==> src/rtl/microseq_ctrl_pkg.sv <==
// Shared types and constants for the microsequencer controller.
// Holds the FSM state encoding, the microword condition codes and the address-source selects.
package microseq_ctrl_pkg;

    typedef enum logic [2:0] {
        ST_IDLE,
        ST_RUN,
        ST_WAIT,
        ST_HALTED,
        ST_FAULT
    } state_t;

    localparam logic [2:0] COND_NEXT   = 3'b000;
    localparam logic [2:0] COND_JUMP   = 3'b001;
    localparam logic [2:0] COND_N      = 3'b010;
    localparam logic [2:0] COND_Z      = 3'b011;
    localparam logic [2:0] COND_V      = 3'b100;
    localparam logic [2:0] COND_C      = 3'b101;
    localparam logic [2:0] COND_DECODE = 3'b110;
    localparam logic [2:0] COND_IR13   = 3'b111;

    localparam logic [1:0] TIPO_NEXT   = 2'b00;
    localparam logic [1:0] TIPO_JUMP   = 2'b01;
    localparam logic [1:0] TIPO_DECODE = 2'b10;

    function automatic logic [1:0] jump_if(input logic taken);
        return taken ? TIPO_JUMP : TIPO_NEXT;
    endfunction

endpackage

==> src/rtl/microseq_branch.sv <==
// Combinational condition decode: maps the microword condition field and flags
// onto the control-store address-source select.
module microseq_branch
    import microseq_ctrl_pkg::*;
(
    input  logic [2:0] cond,
    input  logic [3:0] flags,
    input  logic       ir13,
    output logic [1:0] tipo
);

    // flags are ordered {N,Z,V,C}
    always_comb begin
        tipo = TIPO_NEXT;
        case (cond)
            COND_NEXT:   tipo = TIPO_NEXT;
            COND_JUMP:   tipo = TIPO_JUMP;
            COND_N:      tipo = jump_if(flags[3]);
            COND_Z:      tipo = jump_if(flags[2]);
            COND_V:      tipo = jump_if(flags[1]);
            COND_C:      tipo = jump_if(flags[0]);
            COND_DECODE: tipo = TIPO_DECODE;
            COND_IR13:   tipo = jump_if(ir13);
            default:     tipo = TIPO_NEXT;
        endcase
    end

endmodule

==> src/rtl/microseq_ctrl.sv <==
// Microsequencer controller: run/wait/halt/fault FSM, memory-wait timeout,
// and saturating retired-microinstruction counter.
module microseq_ctrl
    import microseq_ctrl_pkg::*;
#(
    parameter int DATAWIDTH_CBL  = 2,
    parameter int DATAWIDTH_COND = 3,
    parameter int DATAWIDTH_CNT  = 16,
    parameter int MAXWAIT        = 15
) (
    input  logic                      MICROSEQ_CTRL_CLOCK_50,
    input  logic                      MICROSEQ_CTRL_ResetInLow_In,
    input  logic                      MICROSEQ_CTRL_Start_In,
    input  logic [DATAWIDTH_COND-1:0] MICROSEQ_CTRL_Cond_InBus,
    input  logic [3:0]                MICROSEQ_CTRL_Flags_InBus,
    input  logic                      MICROSEQ_CTRL_IR13_In,
    input  logic                      MICROSEQ_CTRL_Halt_In,
    input  logic                      MICROSEQ_CTRL_MemWait_In,
    output logic [DATAWIDTH_CBL-1:0]  MICROSEQ_CTRL_Tipo_OutBus,
    output logic                      MICROSEQ_CTRL_CSAEnable_Out,
    output logic                      MICROSEQ_CTRL_Busy_Out,
    output logic                      MICROSEQ_CTRL_Fault_Out,
    output logic [DATAWIDTH_CNT-1:0]  MICROSEQ_CTRL_Count_OutBus
);

    localparam int WAIT_W = $clog2(MAXWAIT + 1);
    localparam logic [WAIT_W-1:0] WAIT_LAST = WAIT_W'(MAXWAIT - 1);

    state_t                   state;
    logic [WAIT_W-1:0]        wait_cnt;
    logic [DATAWIDTH_CNT-1:0] count;
    logic                     busy;
    logic                     fault;
    logic                     csa_en;
    logic [1:0]               branch_tipo;

    microseq_branch u_branch (
        .cond  (MICROSEQ_CTRL_Cond_InBus),
        .flags (MICROSEQ_CTRL_Flags_InBus),
        .ir13  (MICROSEQ_CTRL_IR13_In),
        .tipo  (branch_tipo)
    );

    // Retire decision is same-cycle so the address register loads on this edge.
    assign csa_en = (state == ST_RUN) && !MICROSEQ_CTRL_MemWait_In && !MICROSEQ_CTRL_Halt_In;

    assign MICROSEQ_CTRL_Tipo_OutBus   = csa_en ? branch_tipo : TIPO_NEXT;
    assign MICROSEQ_CTRL_CSAEnable_Out = csa_en;
    assign MICROSEQ_CTRL_Busy_Out      = busy;
    assign MICROSEQ_CTRL_Fault_Out     = fault;
    assign MICROSEQ_CTRL_Count_OutBus  = count;

    always_ff @(posedge MICROSEQ_CTRL_CLOCK_50 or negedge MICROSEQ_CTRL_ResetInLow_In) begin
        if (!MICROSEQ_CTRL_ResetInLow_In) begin
            state    <= ST_IDLE;
            wait_cnt <= '0;
            count    <= '0;
            busy     <= 1'b0;
            fault    <= 1'b0;
        end else begin
            if (csa_en && count != '1)
                count <= count + 1'b1;
            case (state)
                ST_IDLE, ST_HALTED: begin
                    if (MICROSEQ_CTRL_Start_In) begin
                        state <= ST_RUN;
                        busy  <= 1'b1;
                    end
                end
                ST_RUN: begin
                    if (MICROSEQ_CTRL_Halt_In) begin
                        state <= ST_HALTED;
                        busy  <= 1'b0;
                    end else if (MICROSEQ_CTRL_MemWait_In) begin
                        state    <= ST_WAIT;
                        wait_cnt <= '0;
                    end
                end
                ST_WAIT: begin
                    if (!MICROSEQ_CTRL_MemWait_In) begin
                        state <= ST_RUN;
                    end else begin
                        // Counter lands on MAXWAIT on the same edge that enters FAULT.
                        wait_cnt <= wait_cnt + 1'b1;
                        if (wait_cnt == WAIT_LAST) begin
                            state <= ST_FAULT;
                            busy  <= 1'b0;
                            fault <= 1'b1;
                        end
                    end
                end
                ST_FAULT: begin
                    state <= ST_FAULT;
                end
                default: begin
                    state <= ST_IDLE;
                    busy  <= 1'b0;
                    fault <= 1'b0;
                end
            endcase
        end
    end

endmodule

==> config.mk <==
export PLATFORM = sky130hd
export DESIGN_NAME = microseq_ctrl
export DESIGN_NICKNAME = d
export VERILOG_FILES = /design/src/rtl/microseq_ctrl_pkg.sv /design/src/rtl/microseq_branch.sv /design/src/rtl/microseq_ctrl.sv
export SDC_FILE = /design/constraint.sdc
export NUM_CORES = 1
export LEC_CHECK = 0
export CAP_MARGIN = 20
export CORE_MARGIN = 5
export CORE_UTILIZATION = 40
export CTS_BUF_LIST = sky130_fd_sc_hd__clkbuf_8
export DETAILED_ROUTE_END_ITERATION = 7
export GPL_TIMING_DRIVEN = 0
export PLACE_DENSITY = 0.64
export SETUP_SLACK_MARGIN = 0.05
export SYNTH_ARGS = -nofsm -noshare
export SYNTH_HDL_FRONTEND = slang
export SYNTH_SLANG_ARGS = --single-unit
==> constraint.sdc <==
create_clock -name MICROSEQ_CTRL_CLOCK_50 -period 2.77 [get_ports MICROSEQ_CTRL_CLOCK_50]
set_clock_uncertainty 0.1 [all_clocks]
set_input_delay 0.4155 -clock MICROSEQ_CTRL_CLOCK_50 [delete_from_list [all_inputs] [get_ports MICROSEQ_CTRL_CLOCK_50]]
set_output_delay 0.4155 -clock MICROSEQ_CTRL_CLOCK_50 [all_outputs]
set_load 0.02 [all_outputs]
* Word-level counts from Yosys, hierarchy flattened *
Index checks and enable logic that the tools add are counted.

cells by class
  add/subtract/negate cells = 2
  $mul = 0
  divide/modulo/power cells = 0
  $lt $le $gt $ge = 0
  eq/ne operators = 21
  shift-type cells = 0
  mux-type cells = 25
  bitwise operators = 2
  reductions and logical operators = 14

operator list
  kind                                            count
  adder 16 x 1 -> 16 bit (second input constant)  1
  != test 16 bit (second input constant)          1
  one-hot mux 2 bit (8 select lines)              1
  == test 3 bit (second input constant)           5
  2-to-1 mux 3 bit                                5
  == test 3 x 2 -> 1 bit (second input constant)  4
  2-to-1 mux 4 bit                                3
  != test 2 bit (second input constant)           6
  one-hot mux 3 bit (4 select lines)              1
  2-to-1 mux 1 bit                                11
  one-hot mux 4 bit (2 select lines)              1
  == test 3 x 1 -> 1 bit (second input constant)  2
  zero test 3 bit                                 2
  != test 3 bit (second input constant)           2
  AND reduction 3 bit                             2
  AND reduction 5 bit                             1
  adder 4 x 1 -> 4 bit (second input constant)    1
  == test 4 bit (second input constant)           1
  one-hot mux 1 bit (4 select lines)              1
  AND reduction 4 bit                             1
  OR reduction 4 bit                              1
  logical AND 1 bit                               3
  zero test 1 bit                                 2
  2-to-1 mux 2 bit                                1
  4 further kinds                                 5

word-level totals
  register bits after elaboration = 25
  latch bits = 0
  bits in writable memories = 0
  ROM bits = 0
  bits of input ports = 13
  word-level logic and storage cells = 69
  memories kept = 0

* Depth between registers and ports, before layout *
Gate-level depths: netlist of run 1.

  word-level depth = 4
  depth in mapped cells = 7
  mapped depth without buffers = 6

* Cells and area by module *
From an unflattened synthesis of run 1, not the netlist that was laid out.

second synthesis, totals
  cell total of the unflattened synthesis = 134
  area, all modules = 1,305.0 um^2

by module, submodules not included
  module           times used  cells each  area each (um^2)  seq. area each (um^2)
  microseq_ctrl    1           125         1,252.5           625.6
  microseq_branch  1           9           52.6              0.0

* Worst setup path after synthesis of run 1 *
OpenSTA, ideal clock, no wires.

  kind = reg2out
  start = register state[2]
  end = output MICROSEQ_CTRL_Tipo_OutBus[1]
  arrival time = 1,699 ps
  required time = 2,254 ps
  slack = 556 ps
  cell stages (with the launch flop) = 7
  path buffers = 2
  cells stage by stage = dfrtp_1 > clkbuf_1 > or2_2 > or2_1 > buf_6 > inv_1 > and3_1

between the ends
  cells in the longest elaborated chain, start to end = 4

ends and longest elaborated chain
  element                          RTL line             source
  from (decl)                      microseq_ctrl.sv:29  state_t state;
  from (signal assigned)           microseq_ctrl.sv:55  state <= ST_IDLE;
  from (signal assigned)           microseq_ctrl.sv:66  state <= ST_RUN;
  from (signal assigned)           microseq_ctrl.sv:72  state <= ST_HALTED;
  == test 3 x 1 -> 1 bit           microseq_ctrl.sv:45  assign csa_en = (state == ST_RUN) && !MICROSEQ_CTRL_MemWait_In && !MICROSEQ_CTRL_Halt_In;
  logical AND 1 bit (2 in a row)   microseq_ctrl.sv:45
  net MICROSEQ_CTRL_CSAEnable_Out  microseq_ctrl.sv:20  output logic MICROSEQ_CTRL_CSAEnable_Out,
  2-to-1 mux 2 bit                 microseq_ctrl.sv:47  assign MICROSEQ_CTRL_Tipo_OutBus = csa_en ? branch_tipo : TIPO_NEXT;
  to (decl)                        microseq_ctrl.sv:19  output logic [DATAWIDTH_CBL-1:0] MICROSEQ_CTRL_Tipo_OutBus,

The timed path passes the listed nets, and every way through them passes these cells.

* Worst setup path in the final report of run 1 *
  start = register state[2]
  end = output MICROSEQ_CTRL_Tipo_OutBus[1]

between the ends
  cells in the longest elaborated chain, start to end = 4

ends and longest elaborated chain
  element                         RTL line
  == test 3 x 1 -> 1 bit          microseq_ctrl.sv:45
  logical AND 1 bit (2 in a row)  microseq_ctrl.sv:45
  2-to-1 mux 2 bit                microseq_ctrl.sv:47

Every way passes these cells.

==> impl_metrics.yaml, run 1 <==
logic_synthesis:
  ys_seq_elements: 25
  netlist_instances: 147
  synth_area_per_cell_sq_um: 9.78
  yosys-top-cells-area: "dfrtp_1, xnor2_1, xor2_1"
  synth_nets: 163
  yosysUniqueCellTypes: 37
  syn-cell-area_sq_um: 1440
  synth_area_leader_cell: "dfrtp_1"
  ys_seq_area_frac: 0.435
  ys_warn_count: 0
  yosys.area.top_type_share: 0.435
timing:
  max_freq_mhz: 384
  worst_slack_ns: 0.164
  finalCriticalPeriod_ns: 2.61
  timing.final.crit_share: 0.941
  setup_viol: 0
  hold_violations: 0
  slew_violations: 0
  rsz0062_at_grt: "no"
  worst_pin_slew_ns: 0.638
  fin_hold_ws_ns: 0.394
  finalSetupTns_ns: 0
  slew_headroom: 0.573
setup_path:
  rr_endpoint: "MICROSEQ_CTRL_Count_OutBus[14]"
  critPathMaxStageDelay_ns: 0.37
  worstSetupEndpoint: "MICROSEQ_CTRL_Tipo_OutBus[1]"
  path_cells: "clkbuf_1, or2_2, or2_1, buf_6, inv_2, and3_1, clkdlybuf4s15_2"
  crit_start: "state[2]"
  required_ns: 2.25
  reg2reg_depth: 6
  crit_family: "simple AND/OR/NAND/NOR gates"
  cp_slowest_cell: "dfrtp_1"
  end_kind: "output pin"
  r2r_slack_ns: 0.65
  startpoint_type: "flip-flop"
  path_class: "reg2out"
  worst-path-buf-inv: 4
  crit_path_max_fanout: 10
  critPathArrivalTime_ns: 2.09
  cp.depth: 7
  r2r_start: "state[2]"
detailed_routing:
  post_drt_via_cell_ratio: 5.32
  drt_iter0_drc: 51
  drtAntennaViolNets: 0
  wirelength_microns: 3290
  dr_total_vias: 1230
  drc: 0
  wire_per_inst_microns: 14.2
  drtPass1Iterations: 4
floorplanning:
  row_count: 21
  start_util: 0.421
  coreArea_sq_um: 3420
  die_x_microns: 70.0
  dieHeight_microns: 70.0
  dieArea_sq_um: 4890
  io_pins: 34
placed_design:
  hpwlAfterDp_microns: 2470
  gp_congestion: 0.847
  preCtsSetupSlack_ns: -0.342
  io_buffers: 33
  place_inst: 227
grt:
  grt_usage: 0.137
  globalRouteOverflowTotal: 0
  grt_max_degree: 16
  antenna_found_initial: 0
  grt_pass1_wl_microns: 5560
  grt_pass1_vias: 1176
run_status:
  status: "completed"
power:
  cellPowerDensity_nw_per_um2: 661
  peakVddDrop_mv: 0.420
  power_leakage_nw: 0.800
cells_and_area:
  finalNonFillerCells: 231
  area_delta_synth_final_pct: 32.7
  antennaDiodeCount: 0
  drive_gt1_frac: 0.103
  layout.nets: 202
clocking:
  ctsHoldBuffers: 0
  cts_setup_buffers: 0
  clk_latency_ns: 0.27
  cts_resized: 6
  clk_pin_slew_ns: 0.10
  htree_levels: 1
  ctsLongestPathBuffers: 2
  root_buffer: "clkbuf_8"
  cts_sinks: 25
  numCtsBuffers: 3
  tritoncts: "done"
job:
  drv_cap: 0
min_path:
  holdCritPathClass: "reg2reg"
## power by group
group / internal (W) / leakage [nW] / switching, W
logic: 0.000240 / 0.455 / 0.000252
registers: 0.000442 / 0.324 / 0.0000948
clock network: 0.000102 / 0.0217 / 0.000130
## synth_stat cells (all sizes together)
master	count
or3b	1
inv	6
ha	3
xor2	6
dfrtp	25
a31oi	3
nor2	8
mux2	3
and4	2
o21ai	8
a22o	1
mux2i	1
nand2b	3
or2	3
a2111oi	2
a21oi	8
nand2	12
o211ai	2
nand3	8
nand4	7
nor3	1
a2bb2oi	2
clkbuf	3
buf	2
and2	1
nor3b	2
xnor2	8
a211oi	3
nor4	3
a21o	1
nor2b	4
and3	5
## area by class of cell
| cell class | instances | area (sq um) |
|---|---|---|
| multi-input combinational | 111 | 764 |
| buffer | 5 | 27.5 |
| clock buffer | 3 | 41.3 |
| timing repair buffer | 34 | 362 |
| clock inverter | 1 | 7.51 |
| tap | 46 | 57.6 |
| fill | 307 | 1510 |
| sequential | 25 | 626 |
| inverter | 6 | 22.5 |
## per-stage QoR
step	utilization	total power, W	area (sq um)
floorplan	-	0.000826	1440
global placement	0.534	0.00100	1830
detailed placement	0.542	0.00103	1850
CTS	0.556	0.00126	1900
global route	0.559	0.00134	1910
finish	0.559	0.00126	1910
## layer usage
metal  wire (microns)  up-vias  track usage
met5                0        -            0
met4               21        0       0.0489
met3              163        2       0.0359
met2             1500       40        0.217
met1             1600      577        0.180
li1                 -      611            -
## cell families (layout without fill, tap and decap cells)
logic type,count (synthesis),in the layout,synth area share
AO/OA/AOI/OAI,30,30,0.148
XOR/XNOR,14,14,0.0853
adder cells (fa/ha/maj),3,3,0.0261
buffers and inverters,11,49,0.0348
flip-flops,25,25,0.435
multiplexers,4,4,0.0305
AND/OR/NAND/NOR,60,60,0.240
## registers in the layout, summed over array words and instances (netlist names)
signal and cells:
MICROSEQ_CTRL_Fault_Out 1, MICROSEQ_CTRL_Count_OutBus 16, state 3, MICROSEQ_CTRL_Busy_Out 1
wait_cnt 4
## layout by cell type (no fill, tap or decap), types with 3 or more instances in the layout
| cell type | netlist | layout |
|---|---|---|
| inv_1 | 6 | 5 |
| nand2b_1 | 3 | 3 |
| nand4_1 | 7 | 7 |
| a211oi_1 | 3 | 3 |
| mux2_2 | 3 | 3 |
| a21oi_1 | 8 | 8 |
| clkbuf_1 | 3 | 3 |
| clkdlybuf4s50_1 | 0 | 28 |
| and3_1 | 5 | 5 |
| dfrtp_1 | 25 | 25 |
| nand3_1 | 8 | 8 |
| nor2b_1 | 4 | 4 |
| clkbuf_8 | 0 | 3 |
| nand2_1 | 12 | 12 |
| nor2_1 | 8 | 8 |
| xnor2_1 | 8 | 8 |
| ha_1 | 3 | 3 |
| xor2_1 | 6 | 6 |
| a31oi_1 | 3 | 3 |
| o21ai_0 | 8 | 8 |
## how the worst min path moves through the flow
stage / startpoint / end / slack (ns) / depth (start not counted)
6_report: MICROSEQ_CTRL_Count_OutBus[10] / MICROSEQ_CTRL_Count_OutBus[10] / 0.39 / 1
3_5_place_dp: MICROSEQ_CTRL_Count_OutBus[10] / MICROSEQ_CTRL_Count_OutBus[10] / 0.38 / 1
2_1_floorplan: MICROSEQ_CTRL_ResetInLow_In / MICROSEQ_CTRL_Busy_Out / 0.02 / 0
4_1_cts: MICROSEQ_CTRL_Count_OutBus[10] / MICROSEQ_CTRL_Count_OutBus[10] / 0.40 / 1
3_3_place_gp: MICROSEQ_CTRL_Count_OutBus[10] / MICROSEQ_CTRL_Count_OutBus[10] / 0.37 / 1
5_1_grt: MICROSEQ_CTRL_MemWait_In / state[0] / 0.40 / 2
(Power assumes the default switching activity.)
==> inputs of run 2 (changes only) <==
- HOLD_SLACK_MARGIN: not set -> 0.05
==> results of run 2 <==
Same layout as run 1: the final DEF is identical, and so are final timing and power.
